[src/rtl/control_block.sv]
// Test sequencer: issues write/read address transactions in fixed, running or
// pseudo-random address order and reports a pass/fail result at test end.
module control_block #(
  parameter int          ADDR_W   = 31,
  parameter logic [31:0] RND_SEED = 32'hFFFF_FFFF
) (
  input  logic              clk_i,
  input  logic              rst_i,
  input  logic              start_test_i,
  input  logic [1:0]        test_mode_i,
  input  logic [1:0]        addr_mode_i,
  input  logic [31:0]       trans_count_i,
  input  logic [ADDR_W-1:0] base_addr_i,
  input  logic [ADDR_W-1:0] addr_step_i,
  input  logic              trans_ready_i,
  input  logic              trans_busy_i,
  input  logic              cmp_error_i,
  output logic              trans_valid_o,
  output logic [ADDR_W-1:0] trans_addr_o,
  output logic              trans_type_o,
  output logic              test_finished_o,
  output logic              test_result_o,
  output logic [31:0]       addr_done_cnt_o
);

  typedef enum logic [2:0] {
    IDLE,
    ISSUE_WR,
    ISSUE_RD,
    WAIT_DONE,
    FINISH
  } state_t;

  state_t              state;
  logic                wac_q;
  logic                run_q;
  logic                rnd_q;
  logic [31:0]         count_q;
  logic [ADDR_W-1:0]   step_q;
  logic [31:0]         lfsr;
  logic                err_q;

  logic                xfer;
  logic                addr_complete;
  logic                last_addr;
  logic [31:0]         cnt_inc;
  logic [31:0]         lfsr_adv;
  logic [ADDR_W-1:0]   next_addr;

  // Fibonacci LFSR, taps 32,22,2,1 (bits 31,21,1,0), shifting toward the MSB.
  function automatic logic [31:0] lfsr_next(input logic [31:0] s);
    return {s[30:0], s[31] ^ s[21] ^ s[1] ^ s[0]};
  endfunction

  // In write-and-check mode an address is only complete once its read-back is issued.
  always_comb begin
    xfer          = trans_valid_o && trans_ready_i;
    addr_complete = xfer && (!wac_q || (state == ISSUE_RD));
    cnt_inc       = addr_done_cnt_o + 32'd1;
    last_addr     = (cnt_inc == count_q);
    lfsr_adv      = lfsr_next(lfsr);
    next_addr     = trans_addr_o;
    if (rnd_q)
      next_addr = lfsr_adv[ADDR_W-1:0];
    else if (run_q)
      next_addr = trans_addr_o + step_q;
  end

  always_ff @(posedge clk_i or posedge rst_i) begin
    if (rst_i) begin
      state           <= IDLE;
      wac_q           <= 1'b0;
      run_q           <= 1'b0;
      rnd_q           <= 1'b0;
      count_q         <= '0;
      step_q          <= '0;
      lfsr            <= RND_SEED;
      err_q           <= 1'b0;
      trans_valid_o   <= 1'b0;
      trans_addr_o    <= '0;
      trans_type_o    <= 1'b0;
      test_finished_o <= 1'b0;
      test_result_o   <= 1'b0;
      addr_done_cnt_o <= '0;
    end else begin
      case (state)
        IDLE: begin
          if (start_test_i) begin
            wac_q           <= (test_mode_i == 2'd2);
            run_q           <= (addr_mode_i == 2'd1);
            rnd_q           <= (addr_mode_i == 2'd2);
            count_q         <= trans_count_i;
            step_q          <= addr_step_i;
            lfsr            <= RND_SEED;
            trans_addr_o    <= (addr_mode_i == 2'd2) ? RND_SEED[ADDR_W-1:0] : base_addr_i;
            addr_done_cnt_o <= '0;
            err_q           <= 1'b0;
            test_result_o   <= 1'b0;
            if (trans_count_i == 32'd0) begin
              state <= WAIT_DONE;
            end else if (test_mode_i == 2'd1 || test_mode_i == 2'd2) begin
              state         <= ISSUE_WR;
              trans_valid_o <= 1'b1;
              trans_type_o  <= 1'b0;
            end else begin
              state         <= ISSUE_RD;
              trans_valid_o <= 1'b1;
              trans_type_o  <= 1'b1;
            end
          end
        end

        ISSUE_WR, ISSUE_RD: begin
          if (addr_complete) begin
            addr_done_cnt_o <= cnt_inc;
            trans_addr_o    <= next_addr;
            if (rnd_q)
              lfsr <= lfsr_adv;
          end
          // An error abort still lets a same-cycle transfer be counted above.
          if (cmp_error_i) begin
            err_q         <= 1'b1;
            state         <= WAIT_DONE;
            trans_valid_o <= 1'b0;
          end else if (addr_complete && last_addr) begin
            state         <= WAIT_DONE;
            trans_valid_o <= 1'b0;
          end else if (addr_complete && wac_q) begin
            state        <= ISSUE_WR;
            trans_type_o <= 1'b0;
          end else if (xfer && wac_q) begin
            state        <= ISSUE_RD;
            trans_type_o <= 1'b1;
          end
        end

        WAIT_DONE: begin
          if (cmp_error_i)
            err_q <= 1'b1;
          if (!trans_busy_i) begin
            state           <= FINISH;
            test_finished_o <= 1'b1;
            test_result_o   <= err_q | cmp_error_i;
          end
        end

        FINISH: begin
          test_finished_o <= 1'b0;
          state           <= IDLE;
        end

        default: begin
          state           <= IDLE;
          trans_valid_o   <= 1'b0;
          test_finished_o <= 1'b0;
        end
      endcase
    end
  end

endmodule
[config.mk]
export PLATFORM = sky130hd
export DESIGN_NAME = control_block
export DESIGN_NICKNAME = d
export VERILOG_FILES = /design/src/rtl/control_block.sv
export SDC_FILE = /design/constraint.sdc
export NUM_CORES = 1
export LEC_CHECK = 0
export ABC_AREA = 1
export CORE_MARGIN = 4
export CORE_UTILIZATION = 29
export CTS_BUF_LIST = sky130_fd_sc_hd__clkbuf_8 sky130_fd_sc_hd__clkbuf_16
export DETAILED_ROUTE_END_ITERATION = 6
export GPL_TIMING_DRIVEN = 0
export PLACE_DENSITY = 0.51
export SETUP_SLACK_MARGIN = 0.2
export SLEW_MARGIN = 20
export SYNTH_ARGS = -nofsm -noshare
export SYNTH_HDL_FRONTEND = slang
export SYNTH_SLANG_ARGS = --single-unit
export TNS_END_PERCENT = 1
[constraint.sdc]
create_clock -name clk_i -period 10.35 [get_ports clk_i]
set_input_delay 3.105 -clock clk_i [delete_from_list [all_inputs] [get_ports clk_i]]
set_output_delay 3.105 -clock clk_i [all_outputs]
set_load 0.005 [all_outputs]
==> impl_metrics.json <==
{
  "holdBufCountCts": 0,
  "final_cell_mix": "508 x nand2_1, 170 x clkdlybuf4s50_1, 142 x nor2_1, 137 x dfrtp_1, 126 x o21ai_0",
  "synth_area_leader_cell": "dfrtp_1",
  "antenna_left": 0,
  "setup_violations": 0,
  "cts_setup_buffers": 0,
  "grt_pass1_vias": 10500,
  "powerDensity_nw_per_um2": 307,
  "p_switching_mw": 1.94,
  "slew_violations": 0,
  "die_y_um": 197,
  "gr-total-overflow": 0,
  "grt_pass1_wl_um": 60200,
  "cts_resized": 0,
  "cp.required_ns": 10.74,
  "die_area_um2": 38900,
  "p_clk_share_pct": 16.5,
  "via_count": 10500,
  "vdd_drop_max_v": 0.000168,
  "syn-instance-count": 1447,
  "finClkSkew_ns": 0.0204,
  "worst_hold_path_type": "flop to flop",
  "syn_area_um2": 10400,
  "maxCapViolations": 0,
  "path_clk_slew_ns": 0.07,
  "n_fill_cell": 3827,
  "finish.instance_area_um2": 13300,
  "fin_ws_ns": 4.96,
  "critPathKind": "input port to flop",
  "tightest_slew_ns": 0.786,
  "ios": 171,
  "ys_seq_area_share_pct": 41.1,
  "route.detailed.drc": 0,
  "leakage_nw": 5.96,
  "yosysUniqueCellTypes": 46,
  "crit_path_start_kind": "input port",
  "synth_warnings": 0,
  "arrival_ns": 5.78,
  "postSynthAreaPerCell_um2": 7.17,
  "synth_ff_type": "dfrtp_1",
  "multi_input_area_um2": 5490,
  "pre_cts_slack_ns": 4.48,
  "drive_gt1_share_pct": 6.55,
  "wl_per_cell_um": 18.3,
  "seqCellArea_um2": 4270,
  "p_sw_share_pct": 47.6,
  "core_region_area_um2": 35400,
  "antenna_found_initial": 1,
  "final_common_cell": "nand2_1",
  "synth_nets": 1584,
  "finalHoldViolations": 0,
  "cts_tree": "built",
  "report.power.total_mw": 4.08,
  "vias_per_cell": 4.98,
  "final_cells": 2111,
  "clk-insertion-delay-late_ns": 0.46,
  "globalplace.congestion": 0.908,
  "period_share_pct": 52.1,
  "start_util_pct": 29.3,
  "critPathCaptureType": "flop",
  "ys_async_sr_fraction_pct": 100,
  "drt_iter0_drc": 675,
  "pwr-share-seq_pct": 29.0,
  "grt_max_degree": 87,
  "cp_max_fo": 10,
  "die_x_um": 197,
  "htree_levels": 4,
  "drtPass1Iterations": 5,
  "status": "finished clean",
  "cts_buffers": 17,
  "diodes": 0,
  "internal-power_mw": 2.14,
  "wirelength_um": 38600,
  "ys_top_cells_by_area": "dfrtp_1 33%, nand2_1 18%, dfstp_2 8.1%",
  "clock_path_buffers": 2,
  "row_count": 69,
  "p_comb_share_pct": 54.5,
  "io_buffers": 170,
  "netlist.area_leader.share_pct": 33.0,
  "synth_edf_count": 0,
  "final_nets": 1774,
  "dpl-instance-area_um2": 12700,
  "syn_to_final_growth_pct": 28.1,
  "place_hpwl_um": 29700,
  "rsz0062_at_grt": "false",
  "post-route-min-period_ns": 5.39,
  "cts_sinks": 169,
  "placed_cells": 2079,
  "fin_tns_setup_ns": 0,
  "root_buffer": "clkbuf_16",
  "synth-seq-cells": 169,
  "grt_usage_pct": 19.9,
  "fmax_mhz": 186,
  "slew_headroom_pct": 47.6
}
logic make-up (layout without fill, tap and decap cells):
logic type / after synthesis / count (layout) / synth area share [%]
AOI/OAI and AO/OA: 268 / 268 / 14.3
buffers and inverters: 160 / 363 / 5.97
muxes: 1 / 1 / 0.0965
DFF: 169 / 169 / 41.1
and+or+nand+nor: 789 / 789 / 31.6
adders and majority gates: 33 / 33 / 4.05
xor gates and xnor gates: 27 / 27 / 2.82
power by group through the flow:
stage          Clock (mW)  Sequential (mW)  Combinational [mW]
2_1_floorplan           0             1.13                1.43
3_3_place_gp            0             1.19                2.20
3_5_place_dp            0             1.19                2.20
4_1_cts             0.688             1.18                2.22
5_1_grt             0.719             1.22                2.51
6_report            0.674             1.18                2.22
state kept, by name (all words and copies together) (netlist names), 3 cells and up:
register,count
addr_done_cnt_o,32
count_q,32
lfsr,32
state,3
step_q,31
trans_addr_o,31
cell type report:
| type | instances | area share, % |
|---|---|---|
| clock inverter | 13 | 0.951 |
| timing repair buffer | 171 | 13.0 |
| multi-input combinational | 1118 | 41.3 |
| buffer | 47 | 1.47 |
| inverter | 113 | 3.25 |
| clock buffer | 19 | 3.58 |
| tap | 461 | 4.34 |
| sequential | 169 | 32.1 |
synthesized netlist by cell type (12+ instances only):
cell type and instances:
clkbuf_1 33, o21ai_0 126, nand2_1 508, ha_1 32, nand3_1 72, dfrtp_1 137, inv_1 106, o22ai_1 32
nor2_1 142, dfstp_2 32, o211ai_1 12, xor2_1 15, nor4_1 12, a21oi_1 61
through the flow:
step	util (%)	hold slack, ns
after detailed placement	35.9	0.472
after floorplan	-	0.446
after global placement	35.8	0.463
after global routing	37.6	0.509
after CTS	37.6	0.487
final	37.6	0.485
worst max-delay path, stage by stage:
cell and delay, ns:
clkdlybuf4s50_1 0.52, nand2_1 0.08, a21oi_2 0.29, inv_1 0.13
nor2_4 0.31, inv_2 0.19, nand2_1 0.18, nand2_1 0.19
inv_2 0.15, buf_2 0.30, o221ai_1 0.23, nand2_1 0.11
metal layers:
| layer | track usage, % | vias to the layer above | wire (um) |
|---|---|---|---|
| met5 | 0 | - | 0 |
| met1 | 28.1 | 5007 | 18400 |
| met2 | 32.0 | 314 | 17500 |
| met4 | 5.44 | 0 | 747 |
| met3 | 3.16 | 43 | 1940 |
| li1 | - | 5153 | - |
worst paths after layout:
kind,start,to,slack (ns),cells past startpoint
max,trans_ready_i,trans_addr_o[13],4.96,12
min,test_result_o,test_result_o,0.49,2
max reg2reg,trans_addr_o[2],trans_addr_o[25],7.26,12
min reg2reg,test_result_o,test_result_o,0.49,2
max in group asynchronous,rst_i,lfsr[25],6.27,3
min in group asynchronous,rst_i,test_finished_o,3.16,2
No activity file was read; power rests on OpenSTA's default activity.
